$ cat src/rtl/stack_sequencer_if.sv
// Stack-sequencer bus: request side, memory port and pop results.
interface stack_sequencer_if #(
  parameter int SP_W = 32
);
  logic            start;
  logic [1:0]      op;
  logic [31:0]     pc_in;
  logic [2:0]      flags_in;
  logic [15:0]     mem_rdata;
  logic            mem_rd;
  logic            mem_wr;
  logic [SP_W-1:0] mem_addr;
  logic [15:0]     mem_wdata;
  logic [SP_W-1:0] sp;
  logic            busy;
  logic [1:0]      step;
  logic [31:0]     pc_out;
  logic            pc_load;
  logic [2:0]      flags_out;
  logic            flags_load;
  logic            done;

  // Requester plus memory side: issues requests, returns read data.
  modport master (
    output start, op, pc_in, flags_in, mem_rdata,
    input  mem_rd, mem_wr, mem_addr, mem_wdata, sp, busy, step,
    input  pc_out, pc_load, flags_out, flags_load, done
  );

  // Sequencer side.
  modport slave (
    input  start, op, pc_in, flags_in, mem_rdata,
    output mem_rd, mem_wr, mem_addr, mem_wdata, sp, busy, step,
    output pc_out, pc_load, flags_out, flags_load, done
  );
endinterface

$ cat src/rtl/stack_sequencer.sv
// Stack sequencer: runs the push/pop word sequences for CALL, INT, RET and
// RTI, owns the stack pointer and drives the 16-bit data memory port.
module stack_sequencer #(
  parameter int              SP_W    = 32,
  parameter logic [SP_W-1:0] SP_INIT = 32'h000F_FFFF
) (
  input  logic              clk,
  input  logic              rst,
  stack_sequencer_if.slave  bus
);

  localparam logic [1:0] OP_CALL = 2'b00;
  localparam logic [1:0] OP_INT  = 2'b01;
  localparam logic [1:0] OP_RTI  = 2'b11;

  localparam logic [3:0] S_IDLE   = 4'd0;
  localparam logic [3:0] S_PUSH_F = 4'd1;
  localparam logic [3:0] S_PUSH_H = 4'd2;
  localparam logic [3:0] S_PUSH_L = 4'd3;
  localparam logic [3:0] S_POP_L  = 4'd4;
  localparam logic [3:0] S_POP_H  = 4'd5;
  localparam logic [3:0] S_POP_F  = 4'd6;
  localparam logic [3:0] S_CAP    = 4'd7;
  localparam logic [3:0] S_FIN    = 4'd8;

  logic [3:0]      state_q, state_d;
  logic [SP_W-1:0] sp_q, sp_d;
  logic [1:0]      op_q, op_d;
  logic [31:0]     pc_q, pc_d;
  logic [2:0]      flags_q, flags_d;
  logic [31:0]     pc_out_q, pc_out_d;
  logic [2:0]      flags_out_q, flags_out_d;

  logic            is_push;
  logic            is_pop;

  assign is_push = (state_q == S_PUSH_F) || (state_q == S_PUSH_H) || (state_q == S_PUSH_L);
  assign is_pop  = (state_q == S_POP_L)  || (state_q == S_POP_H)  || (state_q == S_POP_F);

  // Next-state, stack pointer and capture logic.
  always_comb begin
    state_d     = state_q;
    sp_d        = sp_q;
    op_d        = op_q;
    pc_d        = pc_q;
    flags_d     = flags_q;
    pc_out_d    = pc_out_q;
    flags_out_d = flags_out_q;
    case (state_q)
      S_IDLE: begin
        if (bus.start) begin
          op_d    = bus.op;
          pc_d    = bus.pc_in;
          flags_d = bus.flags_in;
          if (bus.op == OP_CALL)     state_d = S_PUSH_H;
          else if (bus.op == OP_INT) state_d = S_PUSH_F;
          else                       state_d = S_POP_L;
        end
      end
      S_PUSH_F: begin
        sp_d    = sp_q - SP_W'(1);
        state_d = S_PUSH_H;
      end
      S_PUSH_H: begin
        sp_d    = sp_q - SP_W'(1);
        state_d = S_PUSH_L;
      end
      S_PUSH_L: begin
        sp_d    = sp_q - SP_W'(1);
        state_d = S_FIN;
      end
      S_POP_L: begin
        sp_d    = sp_q + SP_W'(1);
        state_d = S_POP_H;
      end
      S_POP_H: begin
        // Read data here is the low PC word fetched during POP_L.
        sp_d     = sp_q + SP_W'(1);
        pc_out_d = {pc_out_q[31:16], bus.mem_rdata};
        state_d  = (op_q == OP_RTI) ? S_POP_F : S_CAP;
      end
      S_POP_F: begin
        sp_d     = sp_q + SP_W'(1);
        pc_out_d = {bus.mem_rdata, pc_out_q[15:0]};
        state_d  = S_CAP;
      end
      S_CAP: begin
        // Last read returns the high PC word (RET) or the flags word (RTI).
        if (op_q == OP_RTI) flags_out_d = bus.mem_rdata[2:0];
        else                pc_out_d    = {bus.mem_rdata, pc_out_q[15:0]};
        state_d = S_FIN;
      end
      S_FIN:   state_d = S_IDLE;
      default: state_d = S_IDLE;
    endcase
  end

  // State and datapath registers with asynchronous reset.
  always_ff @(posedge clk or posedge rst) begin
    if (rst) begin
      state_q     <= S_IDLE;
      sp_q        <= SP_INIT;
      op_q        <= 2'b00;
      pc_q        <= 32'h0;
      flags_q     <= 3'b000;
      pc_out_q    <= 32'h0;
      flags_out_q <= 3'b000;
    end else begin
      state_q     <= state_d;
      sp_q        <= sp_d;
      op_q        <= op_d;
      pc_q        <= pc_d;
      flags_q     <= flags_d;
      pc_out_q    <= pc_out_d;
      flags_out_q <= flags_out_d;
    end
  end

  // Memory port, status and pulse decode from the current state.
  always_comb begin
    bus.mem_wdata = 16'h0000;
    bus.step      = 2'd0;
    case (state_q)
      S_PUSH_F: begin
        bus.mem_wdata = {13'b0, flags_q};
        bus.step      = 2'd3;
      end
      S_PUSH_H: begin
        bus.mem_wdata = pc_q[31:16];
        bus.step      = 2'd2;
      end
      S_PUSH_L: begin
        bus.mem_wdata = pc_q[15:0];
        bus.step      = 2'd1;
      end
      S_POP_L:  bus.step = (op_q == OP_RTI) ? 2'd3 : 2'd2;
      S_POP_H:  bus.step = (op_q == OP_RTI) ? 2'd2 : 2'd1;
      S_POP_F:  bus.step = 2'd1;
      default:  bus.step = 2'd0;
    endcase
  end

  assign bus.mem_wr     = is_push;
  assign bus.mem_rd     = is_pop;
  assign bus.mem_addr   = is_pop ? (sp_q + SP_W'(1)) : sp_q;
  assign bus.sp         = sp_q;
  assign bus.busy       = (state_q != S_IDLE);
  assign bus.done       = (state_q == S_FIN);
  assign bus.pc_load    = (state_q == S_FIN) && op_q[1];
  assign bus.flags_load = (state_q == S_FIN) && (op_q == OP_RTI);
  assign bus.pc_out     = pc_out_q;
  assign bus.flags_out  = flags_out_q;

endmodule

$ cat src/flat_wrapper.sv
// flat-port wrapper written by rule: the top's interface ports become plain ports
module stack_sequencer_flat 
#(
  parameter int              SP_W    = 32,
  parameter logic [SP_W-1:0] SP_INIT = 32'h000F_FFFF
)
  (clk, rst, bus_start, bus_op, bus_pc_in, bus_flags_in, bus_mem_rdata, bus_mem_rd, bus_mem_wr, bus_mem_addr, bus_mem_wdata, bus_sp, bus_busy, bus_step, bus_pc_out, bus_pc_load, bus_flags_out, bus_flags_load, bus_done);
  stack_sequencer_if #(.SP_W(SP_W)) bus_i ();
  input  logic clk;
  input  logic rst;
  input wire logic [$bits(bus_i.start)-1:0] bus_start;
  input wire logic [$bits(bus_i.op)-1:0] bus_op;
  input wire logic [$bits(bus_i.pc_in)-1:0] bus_pc_in;
  input wire logic [$bits(bus_i.flags_in)-1:0] bus_flags_in;
  input wire logic [$bits(bus_i.mem_rdata)-1:0] bus_mem_rdata;
  output wire logic [$bits(bus_i.mem_rd)-1:0] bus_mem_rd;
  output wire logic [$bits(bus_i.mem_wr)-1:0] bus_mem_wr;
  output wire logic [$bits(bus_i.mem_addr)-1:0] bus_mem_addr;
  output wire logic [$bits(bus_i.mem_wdata)-1:0] bus_mem_wdata;
  output wire logic [$bits(bus_i.sp)-1:0] bus_sp;
  output wire logic [$bits(bus_i.busy)-1:0] bus_busy;
  output wire logic [$bits(bus_i.step)-1:0] bus_step;
  output wire logic [$bits(bus_i.pc_out)-1:0] bus_pc_out;
  output wire logic [$bits(bus_i.pc_load)-1:0] bus_pc_load;
  output wire logic [$bits(bus_i.flags_out)-1:0] bus_flags_out;
  output wire logic [$bits(bus_i.flags_load)-1:0] bus_flags_load;
  output wire logic [$bits(bus_i.done)-1:0] bus_done;
  assign bus_i.start = bus_start;
  assign bus_i.op = bus_op;
  assign bus_i.pc_in = bus_pc_in;
  assign bus_i.flags_in = bus_flags_in;
  assign bus_i.mem_rdata = bus_mem_rdata;
  assign bus_mem_rd = bus_i.mem_rd;
  assign bus_mem_wr = bus_i.mem_wr;
  assign bus_mem_addr = bus_i.mem_addr;
  assign bus_mem_wdata = bus_i.mem_wdata;
  assign bus_sp = bus_i.sp;
  assign bus_busy = bus_i.busy;
  assign bus_step = bus_i.step;
  assign bus_pc_out = bus_i.pc_out;
  assign bus_pc_load = bus_i.pc_load;
  assign bus_flags_out = bus_i.flags_out;
  assign bus_flags_load = bus_i.flags_load;
  assign bus_done = bus_i.done;
  stack_sequencer #(.SP_W(SP_W), .SP_INIT(SP_INIT)) u_core (.clk(clk), .rst(rst), .bus(bus_i));
endmodule
$ cat config.mk
export PLATFORM = sky130hd
export DESIGN_NAME = stack_sequencer_flat
export DESIGN_NICKNAME = d
export VERILOG_FILES = /design/src/rtl/stack_sequencer_if.sv /design/src/rtl/stack_sequencer.sv /design/src/flat_wrapper.sv
export SDC_FILE = /design/constraint.sdc
export NUM_CORES = 1
export LEC_CHECK = 0
export ABC_CLOCK_PERIOD_IN_PS = 4600
export BUFFER_PORTS_ARGS = -buffer_cell sky130_fd_sc_hd__buf_2
export CORE_ASPECT_RATIO = 1.1
export CORE_MARGIN = 2
export CORE_UTILIZATION = 52
export CTS_CLUSTER_DIAMETER = 40
export CTS_CLUSTER_SIZE = 20
export DETAILED_ROUTE_END_ITERATION = 12
export GPL_ROUTABILITY_DRIVEN = 0
export GPL_TIMING_DRIVEN = 0
export PLACE_DENSITY = 0.81
export SLEW_MARGIN = 20
export SYNTH_ARGS = -nofsm -noshare
export SYNTH_HDL_FRONTEND = slang
export SYNTH_SLANG_ARGS = --single-unit
export TNS_END_PERCENT = 1
$ cat constraint.sdc
create_clock -name clk -period 4.6 [get_ports clk]
set_input_delay 0.92 -clock clk [delete_from_list [all_inputs] [get_ports clk]]
set_output_delay 0.92 -clock clk [all_outputs]
set_load 0.02 [all_outputs]
=== Yosys cells after proc, flatten, opt, wreduce, memory -nomap -nowiden ===
Cells that the tools add are included.
Widths: inputs -> output; s select.

* Add/subtract/negate cells: 2
* Equality and inequality tests: 12
* Multiplexer cells: 13
* Bitwise operators: 3
* Reductions and logical operators: 19

{| class="wikitable"
|+ Operators with widths
! operator !! number
|-
| $pmux 32 s3 || 1
|-
| $mux 32 || 2
|-
| $pmux 32 s2 || 1
|-
| $pmux 16 s3 || 1
|-
| $add 32x1->32 const B || 1
|-
| $sub 32x1->32 const B || 1
|-
| $pmux 4 s7 || 1
|-
| $eq 4x3->1 const B || 4
|-
| $pmux 2 s5 || 1
|-
| $eq 4x2->1 const B || 2
|-
| $mux 4 || 2
|-
| $reduce_and 3->1 || 2
|-
| $reduce_or 3->1 || 2
|-
| $eq 4x1->1 const B || 1
|-
| $eq 4x4->1 const B || 1
|-
| $logic_not 4->1 || 1
|-
| $logic_or 1x1->1 || 4
|-
| $ne 2x2->1 const B || 2
|-
| $reduce_and 2->1 || 2
|-
| $reduce_bool 2->1 || 2
|-
| $reduce_bool 4->1 || 1
|-
| $reduce_or 2->1 || 2
|-
| $mux 3 || 1
|-
| $not 1->1 || 3
|-
| 6 further kinds || 8
|}

* Flip-flop bits (word level): 108
* Output and inout port bits: 123
* Logic and storage cells: 57

=== Depth between registers and ports, before layout ===
* Depth in word-level cells: 5
* Depth in mapped cells: 7
* Gate-level depth less buffers: 6

=== Worst setup path before layout ===
OpenSTA, ideal clock, no wires.

* Path kind: reg-to-output
* Start point: register u_core.sp_q[15] (netlist: u_core.bus.sp[15])
* End point: output port bus_mem_addr[22]
* Arrival time: 2.226 ns
* Path slack: 1.454 ns
* Cell stages (with the launch flop): 7
* Path buffers: 1
* Cell sequence: dfstp_2 clkbuf_1 and2_1 nand4_1 nor4_2 nand3_1 xnor2_1

* Word-level cells in the longest chain between the ends: 2

{| class="wikitable"
|+ RTL lines
! item !! line !! RTL
|-
| start: declaration || stack_sequencer.sv:27 || <nowiki>logic [SP_W-1:0] sp_q, sp_d;</nowiki>
|-
| start signal: assignment || stack_sequencer.sv:110 || <nowiki>sp_q <= sp_d;</nowiki>
|-
| $add 32x1->32 || stack_sequencer.sv:145 || <nowiki>assign bus.mem_addr = is_pop ? (sp_q + SP_W'(1)) : sp_q;</nowiki>
|-
| $mux 32 || stack_sequencer.sv:145 ||
|-
| end: declaration || flat_wrapper.sv:18 || <nowiki>output wire logic [$bits(bus_i.mem_addr)-1:0] bus_mem_addr;</nowiki>
|}

Every way passes these cells.

=== Final worst setup path ===
Ends and elaborated chain as after synthesis.

==> run_results.csv <==
group,metric,value,unit
outcome,status,"completed",
detailed_routing,vias,4893,
global_route,grt_usage,25.1,%
floorplanning,fp.dieArea,0.0119,mm2
placement,place.port_buffers,178,
power_and_ir_drop,switching_share,43.5,%
logic_synthesis,mappedNetlistNets,588,
clocking,worstSkewPairLatency,350,ps
worst_setup_path,cp-start-kind,"register",
power_and_ir_drop,switchingPower,2.24,mW
placement,dp_slack,1070,ps
layout,fin_nets,778,
clocking,cts_num_sinks,108,
worst_setup_path,path_max_fanout,9,
min_path,holdCritStartpoint,"u_core.bus.pc_out[24]$_DFFE_PP0P_",
detailed_routing,via_per_inst,5.61,
timing,tightest_slew,973,ps
detailed_routing,drt-pass1-iter-count,4,
detailed_routing,detail_route.wl_per_cell,16.8,um
layout,area_growth,24.8,%
power_and_ir_drop,power_density,718,mW/mm2
power_and_ir_drop,pwr-share-seq,33.1,%
timing,hold_ws,508,ps
min_path,hold_end,"u_core.bus.pc_out[24]$_DFFE_PP0P_",
timing,setup_viol,0,
logic_synthesis,ys_ff_latch,108,
power_and_ir_drop,p_total,5.14,mW
timing,rsz0062_at_grt,"false",
floorplanning,fp.dieH,114,um
power_and_ir_drop,internal-power,2.90,mW
clocking,numCtsBuffers,9,
logic_synthesis,synth_edf_count,0,
worst_setup_path,required,3680,ps
clocking,clockBufferDepth,2,
logic_synthesis,synth.avg_cell_area,10.8,um2
timing,fmax,0.255,GHz
timing,maxSlewHeadroom,34.6,%
detailed_routing,postRouteAntennaNets,0,
floorplanning,rows,40,
logic_synthesis,ys_async_sr_fraction,100,%
min_path,holdPathStages,1,
worst_setup_path,crit_type,"reg -> out",
clocking,postCtsSetupRepairBufs,0,
flow_run,max-cap-violations,0,
layout,drive_above_1_share,44.1,%
power_and_ir_drop,p_comb_share,51.2,%
clocking,ctsRootBufferMaster,"clkbuf_16",
timing,period_minus_slack,3920,ps
layout,final_util,65.9,%
timing,hold_violations,0,
logic_synthesis,syn_area,0.00574,mm2
global_route,grt_max_degree,72,
clocking,htree_num_levels,3,
logic_synthesis,synth_top_area_share,38.4,%
detailed_routing,routed_wl,14600,um
worst_setup_path,cp-end-kind,"output pin",
worst_setup_path,crit_start,"u_core.bus.sp[15]$_DFFE_PP1P_",
global_route,grt_pass1_wl,24000,um
min_path,min_path_type,"reg -> reg",
worst_setup_path,r2r_slack,2030,ps
worst_setup_path,r2r_cells,6,
power_and_ir_drop,ir_worst_vdd,449,uV
worst_setup_path,worstPathArrival,3000,ps
placement,dp_hpwl,11000,um
logic_synthesis,synth_top_flop_cell,"dfrtp_1",
floorplanning,fp.dieW,104,um
floorplanning,core,0.0109,mm2
floorplanning,io_pins,179,
worst_setup_path,timing.rr.end,"u_core.bus.sp[28]$_DFFE_PP0P_",
power_and_ir_drop,p_leak,3.30,nW
logic_synthesis,yosysWarnings,0,
power_and_ir_drop,pwr-share-clk,15.8,%
timing,period_share,85.1,%
clocking,cts_resized,0,
logic_synthesis,synth_area_leaders,"dfrtp_1 (38%), mux2_2 (15%), dfstp_2 (9.2%)",
timing,skew,9.31,ps
detailed_routing,drc,0,
clocking,path_clk_slew,70,ps
logic_synthesis,ys_seq_area_share,47.6,%
layout,antenna_cells,0,
global_route,grt-ovfl-total,0,
detailed_routing,drtIter0Drc,235,
clocking,cts_hold_buf,0,
timing,setup_ws,683,ps
timing,slew_viol_final,0,
global_route,antenna_found_initial,0,
clocking,cts_tree,"done",
logic_synthesis,yosys.area.top_type,"dfrtp_1",
worst_setup_path,r2r_start,"u_core.bus.sp[15]$_DFFE_PP1P_",
logic_synthesis,synthCells,530,
logic_synthesis,yosysUniqueCellTypes,54,
global_route,grt_pass1_vias,4897,
floorplanning,initial_core_util,52.8,%
-- worst max path at each step --
stage	endpoint	slack (ps)	cells past startpoint
4_1_cts	bus_mem_addr[22]	680	7
3_3_place_gp	u_core.bus.sp[28]$_DFFE_PP0P_	-220	2
2_1_floorplan	u_core.bus.flags_out[0]$_DFFE_PP0P_	870	1
5_1_grt	bus_mem_addr[22]	520	7
3_5_place_dp	bus_mem_addr[22]	1070	7
6_report	bus_mem_addr[22]	680	7
-- critical path, stage by stage (launching register included) --
cell and delay [ps]:
dfstp_2 530, clkbuf_1 350, and2_1 250, nand4_1 190, nor4_2 690, nand3_1 220
xnor2_1 230, buf_2 200
-- synthesized netlist by cell type (2+ instances only) --
| master | instances |
|---|---|
| o221ai_1 | 2 |
| nor2b_1 | 4 |
| or2_1 | 2 |
| clkbuf_1 | 22 |
| nand2b_1 | 3 |
| a22o_1 | 13 |
| a211oi_1 | 2 |
| xnor2_1 | 41 |
| xor2_1 | 19 |
| buf_2 | 17 |
| mux2_2 | 75 |
| nor2_1 | 37 |
| o21ai_0 | 3 |
| a32oi_1 | 6 |
| inv_1 | 7 |
| o21ai_1 | 3 |
| or4_1 | 3 |
| a21o_1 | 2 |
| dfrtp_1 | 88 |
| nor3_1 | 18 |
| a31oi_1 | 3 |
| nand2_1 | 33 |
| and2_1 | 9 |
| a21oi_1 | 9 |
| nor3b_2 | 2 |
| ha_1 | 2 |
| dfstp_2 | 20 |
| and4_1 | 4 |
| nand3_1 | 17 |
| a22oi_1 | 7 |
| nor4_1 | 13 |
| and3_1 | 9 |
| nor3b_1 | 2 |
| nand4_1 | 4 |
| nor4_2 | 5 |
| or3_1 | 6 |
-- metrics by stage --
step	setup TNS [ps]	instances	instance area (um2)
finish	0	872	7160
global route	0	872	7160
detailed placement	0	856	6840
global placement	-18460	855	6810
floorplan	0	530	5740
CTS	0	872	7160
-- final cells by class --
cell class                 instances  area (um2)
multi-input combinational        375        2810
clock inverter                     6        76.3
timing repair buffer             179         918
tap                              147         184
fill                             872        3700
clock buffer                      10         239
buffer                            39         168
inverter                           8        35.0
sequential                       108        2730
-- flip-flops by register name (all words and copies together), names as in the netlist --
signal,cells
u_core.flags_q,3
u_core.state_q,4
u_core.bus.flags_out,3
u_core.bus.pc_out,32
u_core.bus.sp,32
u_core.op_q,2
u_core.pc_q,32
-- cell usage in the layout (no fill, tap or decap), drive strengths merged, types with 2 or more instances in the layout --
| master | count |
|---|---|
| a31oi | 3 |
| nor2b | 4 |
| o21ai | 7 |
| or3 | 6 |
| or2 | 3 |
| nor3 | 19 |
| o221ai | 2 |
| a21oi | 9 |
| dfstp | 20 |
| xnor2 | 41 |
| a32oi | 6 |
| nand2b | 3 |
| a21o | 2 |
| a22o | 13 |
| clkbuf | 32 |
| and3 | 9 |
| nand3 | 17 |
| ha | 2 |
| and2 | 9 |
| xor2 | 19 |
| nor2 | 37 |
| buf | 196 |
| a22oi | 7 |
| or4 | 4 |
| nand2 | 33 |
| nand4 | 4 |
| a211oi | 2 |
| dfrtp | 88 |
| inv | 11 |
| clkinv | 2 |
| nor4 | 18 |
| mux2 | 75 |
| and4 | 4 |
| nor3b | 4 |
-- routing by layer --
layer  track usage (%)  wire length (um)  part of all wire [%]
met1              30.1              5740                    39
met2              43.4              7250                    50
met3              6.43              1240                   8.5
met4              10.0               392                   2.7
met5                 0                 0                     0
-- cell families (layout without fill, tap and decap cells) --
| family | Yosys count | count (layout) | synth area share [%] |
|---|---|---|---|
| buffers and inverters | 47 | 242 | 3.45 |
| adders and majority gates | 2 | 2 | 0.436 |
| xor gates and xnor gates | 60 | 60 | 9.16 |
| muxes | 76 | 76 | 14.9 |
| DFF | 108 | 108 | 47.6 |
| and+or+nand+nor | 177 | 177 | 16.8 |
| AOI/OAI and AO/OA | 60 | 60 | 7.68 |
-- power by group through the flow --
| stage | Clock, mW | Combinational (mW) | Sequential [mW] |
|---|---|---|---|
| 2_1_floorplan | 0 | 1.54 | 1.96 |
| 3_3_place_gp | 0 | 2.55 | 1.68 |
| 3_5_place_dp | 0 | 2.62 | 1.71 |
| 4_1_cts | 0.828 | 2.63 | 1.70 |
| 5_1_grt | 0.868 | 2.83 | 1.75 |
| 6_report | 0.810 | 2.63 | 1.70 |
(Power assumes the default switching activity.)
